## config.mk

```make
export PLATFORM = sky130hd
export DESIGN_NAME = pulse_sync_multi
export DESIGN_NICKNAME = d
export VERILOG_FILES = /design/src/rtl/pulse_sync_pkg.sv /design/src/rtl/pulse_sync_chan.sv /design/src/rtl/pulse_sync_multi.sv
export SDC_FILE = /design/constraint.sdc
export NUM_CORES = 1
export LEC_CHECK = 0
export ABC_AREA = 0
export CAP_MARGIN = 20
export CORE_ASPECT_RATIO = 0.9
export CORE_UTILIZATION = 33
export CTS_BUF_LIST = sky130_fd_sc_hd__clkbuf_8 sky130_fd_sc_hd__clkbuf_16
export CTS_CLUSTER_DIAMETER = 150
export CTS_CLUSTER_SIZE = 12
export DETAILED_ROUTE_END_ITERATION = 12
export GPL_ROUTABILITY_DRIVEN = 0
export PLACE_DENSITY = 0.64
export SLEW_MARGIN = 20
export SYNTH_ARGS = -nofsm -noshare
export SYNTH_HDL_FRONTEND = slang
export SYNTH_HIERARCHICAL = 1
export SYNTH_SLANG_ARGS = --single-unit
```

## constraint.sdc

```tcl
create_clock -name outclk -period 1.34 [get_ports outclk]
set_input_delay 0.134 -clock outclk [delete_from_list [all_inputs] [get_ports outclk]]
set_output_delay 0.134 -clock outclk [all_outputs]
set_load 0.01 [all_outputs]
```

## src/rtl/pulse_sync_pkg.sv

```systemverilog
// Shared types and helpers for the multi-channel pulse synchroniser.
package pulse_sync_pkg;

  // Which level transition produces an event pulse.
  typedef enum logic [1:0] {
    EDGE_RISE = 2'd0,
    EDGE_FALL = 2'd1,
    EDGE_BOTH = 2'd2
  } edge_mode_e;

  // True when a change from old_lvl to new_lvl is an edge of the requested kind.
  function automatic logic edge_match(edge_mode_e mode, logic old_lvl, logic new_lvl);
    logic m;
    m = 1'b0;
    case (mode)
      EDGE_RISE: m = !old_lvl && new_lvl;
      EDGE_FALL: m = old_lvl && !new_lvl;
      EDGE_BOTH: m = old_lvl ^ new_lvl;
      default:   m = 1'b0;
    endcase
    return m;
  endfunction

endpackage

```

## src/rtl/pulse_sync_chan.sv

```systemverilog
// One channel: synchroniser chain, stability filter, edge pulse and
// sticky pending / overflow flags, all in the outclk domain.
module pulse_sync_chan
  import pulse_sync_pkg::*;
#(
  parameter int unsigned SYNC_STAGES = 2,
  parameter int unsigned FILTER_CYC  = 1,
  parameter edge_mode_e  EDGE_MODE   = EDGE_RISE,
  parameter logic        INIT_LEVEL  = 1'b0
) (
  input  logic outclk,
  input  logic rst_n,
  input  logic async_sig,
  input  logic ack,
  input  logic ovf_clr,
  output logic out_sync_sig,
  output logic pend,
  output logic ovf,
  output logic level
);

  localparam int unsigned          CNT_W    = $clog2(FILTER_CYC + 1);
  localparam logic [CNT_W-1:0]     CNT_LAST = CNT_W'(FILTER_CYC - 1);

  logic [SYNC_STAGES-1:0] sync_q;
  logic [CNT_W-1:0]       cnt_q, cnt_d;
  logic                   level_q, level_d;
  logic                   pulse_q, pulse_d;
  logic                   pend_q, pend_d;
  logic                   ovf_q, ovf_d;
  logic                   s;

  // Last synchroniser stage is the first signal safe to use in logic.
  assign s = sync_q[SYNC_STAGES-1];

  // Plain flop chain: stage 0 takes the raw input, no logic between stages.
  always_ff @(posedge outclk or negedge rst_n) begin
    if (!rst_n) begin
      sync_q <= {SYNC_STAGES{INIT_LEVEL}};
    end else begin
      sync_q <= {sync_q[SYNC_STAGES-2:0], async_sig};
    end
  end

  // Filter, edge detection and the sticky flags; the pulse is produced on the
  // same edge that updates level, so both become visible in the same cycle.
  // pend/ovf react to that same event, so a consumer sees pend rise with it.
  always_comb begin
    cnt_d   = cnt_q;
    level_d = level_q;
    pulse_d = 1'b0;
    pend_d  = pend_q;
    ovf_d   = ovf_q;

    if (s == level_q) begin
      cnt_d = '0;
    end else if (cnt_q == CNT_LAST) begin
      level_d = s;
      cnt_d   = '0;
      // Back-to-back accepted edges (only possible with a 1-cycle filter)
      // would otherwise give a two-cycle pulse; the second is swallowed.
      pulse_d = edge_match(EDGE_MODE, level_q, s) && !pulse_q;
    end else begin
      cnt_d = cnt_q + CNT_W'(1);
    end

    // A fresh event always wins over a simultaneous acknowledge.
    if (pulse_d) begin
      pend_d = 1'b1;
    end else if (ack) begin
      pend_d = 1'b0;
    end

    // Overflow: new event while the previous one is still unacknowledged.
    if (pulse_d && pend_q && !ack) begin
      ovf_d = 1'b1;
    end else if (ovf_clr) begin
      ovf_d = 1'b0;
    end
  end

  // State registers for filter, pulse and flags.
  always_ff @(posedge outclk or negedge rst_n) begin
    if (!rst_n) begin
      cnt_q   <= '0;
      level_q <= INIT_LEVEL;
      pulse_q <= 1'b0;
      pend_q  <= 1'b0;
      ovf_q   <= 1'b0;
    end else begin
      cnt_q   <= cnt_d;
      level_q <= level_d;
      pulse_q <= pulse_d;
      pend_q  <= pend_d;
      ovf_q   <= ovf_d;
    end
  end

  assign out_sync_sig = pulse_q;
  assign pend         = pend_q;
  assign ovf          = ovf_q;
  assign level        = level_q;

endmodule

```

## src/rtl/pulse_sync_multi.sv

```systemverilog
// NUM_CH independent asynchronous-level to outclk-domain event synchronisers.
module pulse_sync_multi
  import pulse_sync_pkg::*;
#(
  parameter int unsigned NUM_CH      = 4,
  parameter int unsigned SYNC_STAGES = 2,
  parameter int unsigned FILTER_CYC  = 1,
  parameter edge_mode_e  EDGE_MODE   = EDGE_RISE,
  parameter logic        INIT_LEVEL  = 1'b0
) (
  input  logic              outclk,
  input  logic              rst_n,
  input  logic [NUM_CH-1:0] async_sig,
  input  logic [NUM_CH-1:0] ack,
  input  logic [NUM_CH-1:0] ovf_clr,
  output logic [NUM_CH-1:0] out_sync_sig,
  output logic [NUM_CH-1:0] pend,
  output logic [NUM_CH-1:0] ovf,
  output logic [NUM_CH-1:0] level
);

  // Channels share nothing but clock and reset.
  for (genvar gi = 0; gi < NUM_CH; gi++) begin : g_ch
    pulse_sync_chan #(
      .SYNC_STAGES (SYNC_STAGES),
      .FILTER_CYC  (FILTER_CYC),
      .EDGE_MODE   (EDGE_MODE),
      .INIT_LEVEL  (INIT_LEVEL)
    ) u_chan (
      .outclk       (outclk),
      .rst_n        (rst_n),
      .async_sig    (async_sig[gi]),
      .ack          (ack[gi]),
      .ovf_clr      (ovf_clr[gi]),
      .out_sync_sig (out_sync_sig[gi]),
      .pend         (pend[gi]),
      .ovf          (ovf[gi]),
      .level        (level[gi])
    );
  end

endmodule
```

==> impl_metrics.env <==
export IMPL_status="finished clean"
export IMPL_drive_above_1_share=0.138
export IMPL_synthArstFlopShare=1.00
export IMPL_fin_cells=122
export IMPL_vias=518
export IMPL_dp_hpwl_mm=1.00
export IMPL_grt_overflow_total=0
export IMPL_cp_depth=1
export IMPL_max_slew_worst_pin_slew_ns=0.299
export IMPL_grtUsageTotal=0.116
export IMPL_dieArea_um2=2850
export IMPL_irDropWorstVdd_mv=1.01
export IMPL_period_share=0.964
export IMPL_hold_path_class="input port to asynchronous set/reset pin"
export IMPL_synth_most_common_cell="dfrtp_1"
export IMPL_ys_ff_latch=24
export IMPL_drc_errors=0
export IMPL_startpoint_type="flip-flop"
export IMPL_coreArea_um2=2470
export IMPL_yosysUniqueCellTypes=7
export IMPL_critPathMaxStageDelay_ns=0.54
export IMPL_antenna_found_initial=0
export IMPL_synth_mux_area_fraction=0.0690
export IMPL_post_cts_resized=1
export IMPL_setup_violations=0
export IMPL_yosys_area_top_type="dfrtp_1"
export IMPL_avgSynthCellArea_um2=14.5
export IMPL_crit_family="buffers and inverters"
export IMPL_criticalPathCategory="flip-flop to primary output"
export IMPL_reg2reg_depth=3
export IMPL_drt_iter0_drc=8
export IMPL_syn_nets=78
export IMPL_setup_tns_ns=0
export IMPL_cts_buffers=3
export IMPL_areaGrowthSynthToFinish_pct=45.5
export IMPL_final_max_slew_viol_count=0
export IMPL_dp_cells=118
export IMPL_finalHoldViolCount=0
export IMPL_diodes=0
export IMPL_insertion_delay_ns=0.26
export IMPL_power_density_nw_per_um2=1840
export IMPL_pin_count=30
export IMPL_reg2reg_from="g_ch[1].u_chan/level"
export IMPL_worst_path_buf_inv=1
export IMPL_die_w_um=56.2
export IMPL_crit_chain="clkdlybuf4s50_1"
export IMPL_yosysTopAreaCellShare=0.690
export IMPL_synth_ff_type="dfrtp_1"
export IMPL_hold_buffers=0
export IMPL_cts_htree_levels=1
export IMPL_synthTopCellsByArea="dfrtp_1 69%, mux2_4 6.9%, ha_1 5.7%"
export IMPL_setup_worst_path_start="g_ch[0].u_chan/pend"
export IMPL_cts_tree="built"
export IMPL_ys_seq_area_frac=0.690
export IMPL_die_h_um=50.7
export IMPL_synth_compound_area_frac=0.0575
export IMPL_rsz0062_at_grt="no"
export IMPL_synth_fa_ha_area_frac=0.0575
export IMPL_slowest_stage="clkdlybuf4s50_1"
export IMPL_syn_instance_count=60
export IMPL_clock_skew_ns=0.00208
export IMPL_postCtsSetupRepairBufs=0
export IMPL_grt_max_degree=25
export IMPL_max_cap_viol_count=0
export IMPL_power_leakage_nw=0.654
export IMPL_drt_pass1_iter_count=2
export IMPL_synth_edf_count=0
export IMPL_portBuffers=29
export IMPL_synthTopCellsByCount="24 x dfrtp_1, 12 x inv_1, 8 x nand2b_1"
export IMPL_relSlewSlack=0.801
export IMPL_drt_vias_per_instance=4.25
export IMPL_ant_nets=0
export IMPL_synth_area_um2=871
export IMPL_nets=113
export IMPL_grt_pass1_vias=569
export IMPL_synth_xor_area_frac=0
export IMPL_wl_per_cell_um=11.2
export IMPL_clk_pin_slew_ns=0.08
export IMPL_fmax_ghz=0.774
export IMPL_num_rows=17
export IMPL_grt_pass1_wl_mm=2.52
export IMPL_fin_crit_ns=1.29
export IMPL_synth_top_family_by_area="simple AND/OR/NAND/NOR gates"
export IMPL_yosysWarningCount=6
export IMPL_worstPathMaxFanout=2
export IMPL_clk_path_buf_depth=2
export IMPL_end_kind="primary output"
export IMPL_clock_root_buffer="clkbuf_8"
export IMPL_cts_sinks=24
export IMPL_cp_arrival_ns=1.16
export IMPL_cp_data_required_time_ns=1.21
export IMPL_wirelength_mm=1.37
export IMPL_synthSimpleGateAreaFrac=0.0747
export IMPL_start_util=0.353
-- registers in the layout, summed over array words and instances, names as in the netlist --
name                      cells
g_ch.u_chan/sync_q            8
g_ch.u_chan/level             4
g_ch.u_chan/out_sync_sig      4
g_ch.u_chan/ovf               4
g_ch.u_chan/pend              4
-- placed cells by master, fill, tap and decap left out --
| cell type | netlist | routed |
|---|---|---|
| mux2_4 | 4 | 4 |
| clkbuf_8 | 0 | 4 |
| dlygate4sd2_1 | 0 | 1 |
| dfrtp_1 | 24 | 24 |
| buf_4 | 0 | 1 |
| o22ai_2 | 4 | 4 |
| clkdlybuf4s50_1 | 0 | 24 |
| ha_1 | 4 | 4 |
| nand2b_1 | 8 | 8 |
| inv_1 | 12 | 12 |
| dlymetal6s2s_1 | 0 | 4 |
| nand2_1 | 4 | 4 |
-- through the flow --
step	area, um^2	hold WS (ns)	total power [mW]	setup WS [ns]	util
6_report	1270	0.234	2.34	0.0486	0.514
5_1_grt	1270	0.249	2.50	0.000344	0.514
4_1_cts	1260	0.243	2.39	0.00590	0.510
3_5_place_dp	1200	0.336	1.91	0.208	0.488
3_3_place_gp	1200	0.338	1.89	0.220	0.488
2_1_floorplan	871	-0.162	1.45	0.194	-
-- cells by family after synthesis --
kind of cell | count (synthesis)
flip-flops | 24
AO/OA/AOI/OAI | 4
multiplexers | 4
adder cells (fa/ha/maj) | 4
AND/OR/NAND/NOR | 12
buffers and inverters | 12
-- layer usage --
layer | track usage | vias to the layer above | part of all wire
met1 | 0.142 | 244 | 0.46
met2 | 0.192 | 21 | 0.46
met5 | 0 | - | 0
met4 | 0.0366 | 0 | 0
li1 | - | 253 | -
met3 | 0.0387 | 0 | 0.075
-- area by class of cell --
class	count	area (um^2)
Multi-Input combinational cell	24	225
Timing Repair Buffer	30	307
Clock buffer	4	55.1
Tap cell	28	35.0
Fill cell	213	1200
Inverter	12	45.0
Sequential cell	24	601
-- power by group --
group	internal (mW)	switching (mW)	total [mW]
Clock	0.262	0.216	0.478
Combinational	0.514	0.332	0.846
Sequential	0.908	0.104	1.01
-- final timing paths --
path / to / slack [ns]
max: pend[0] / 0.05
max reg2reg: g_ch[1].u_chan/level / 0.21
min: g_ch[0].u_chan/pend / 0.23
max in group asynchronous: g_ch[3].u_chan/pend / 0.88
min reg2reg: g_ch[0].u_chan/sync_q[1] / 0.35
min in group outclk: g_ch[2].u_chan/sync_q[0] / 0.30
Note: power is estimated with default switching activity, not from simulation.
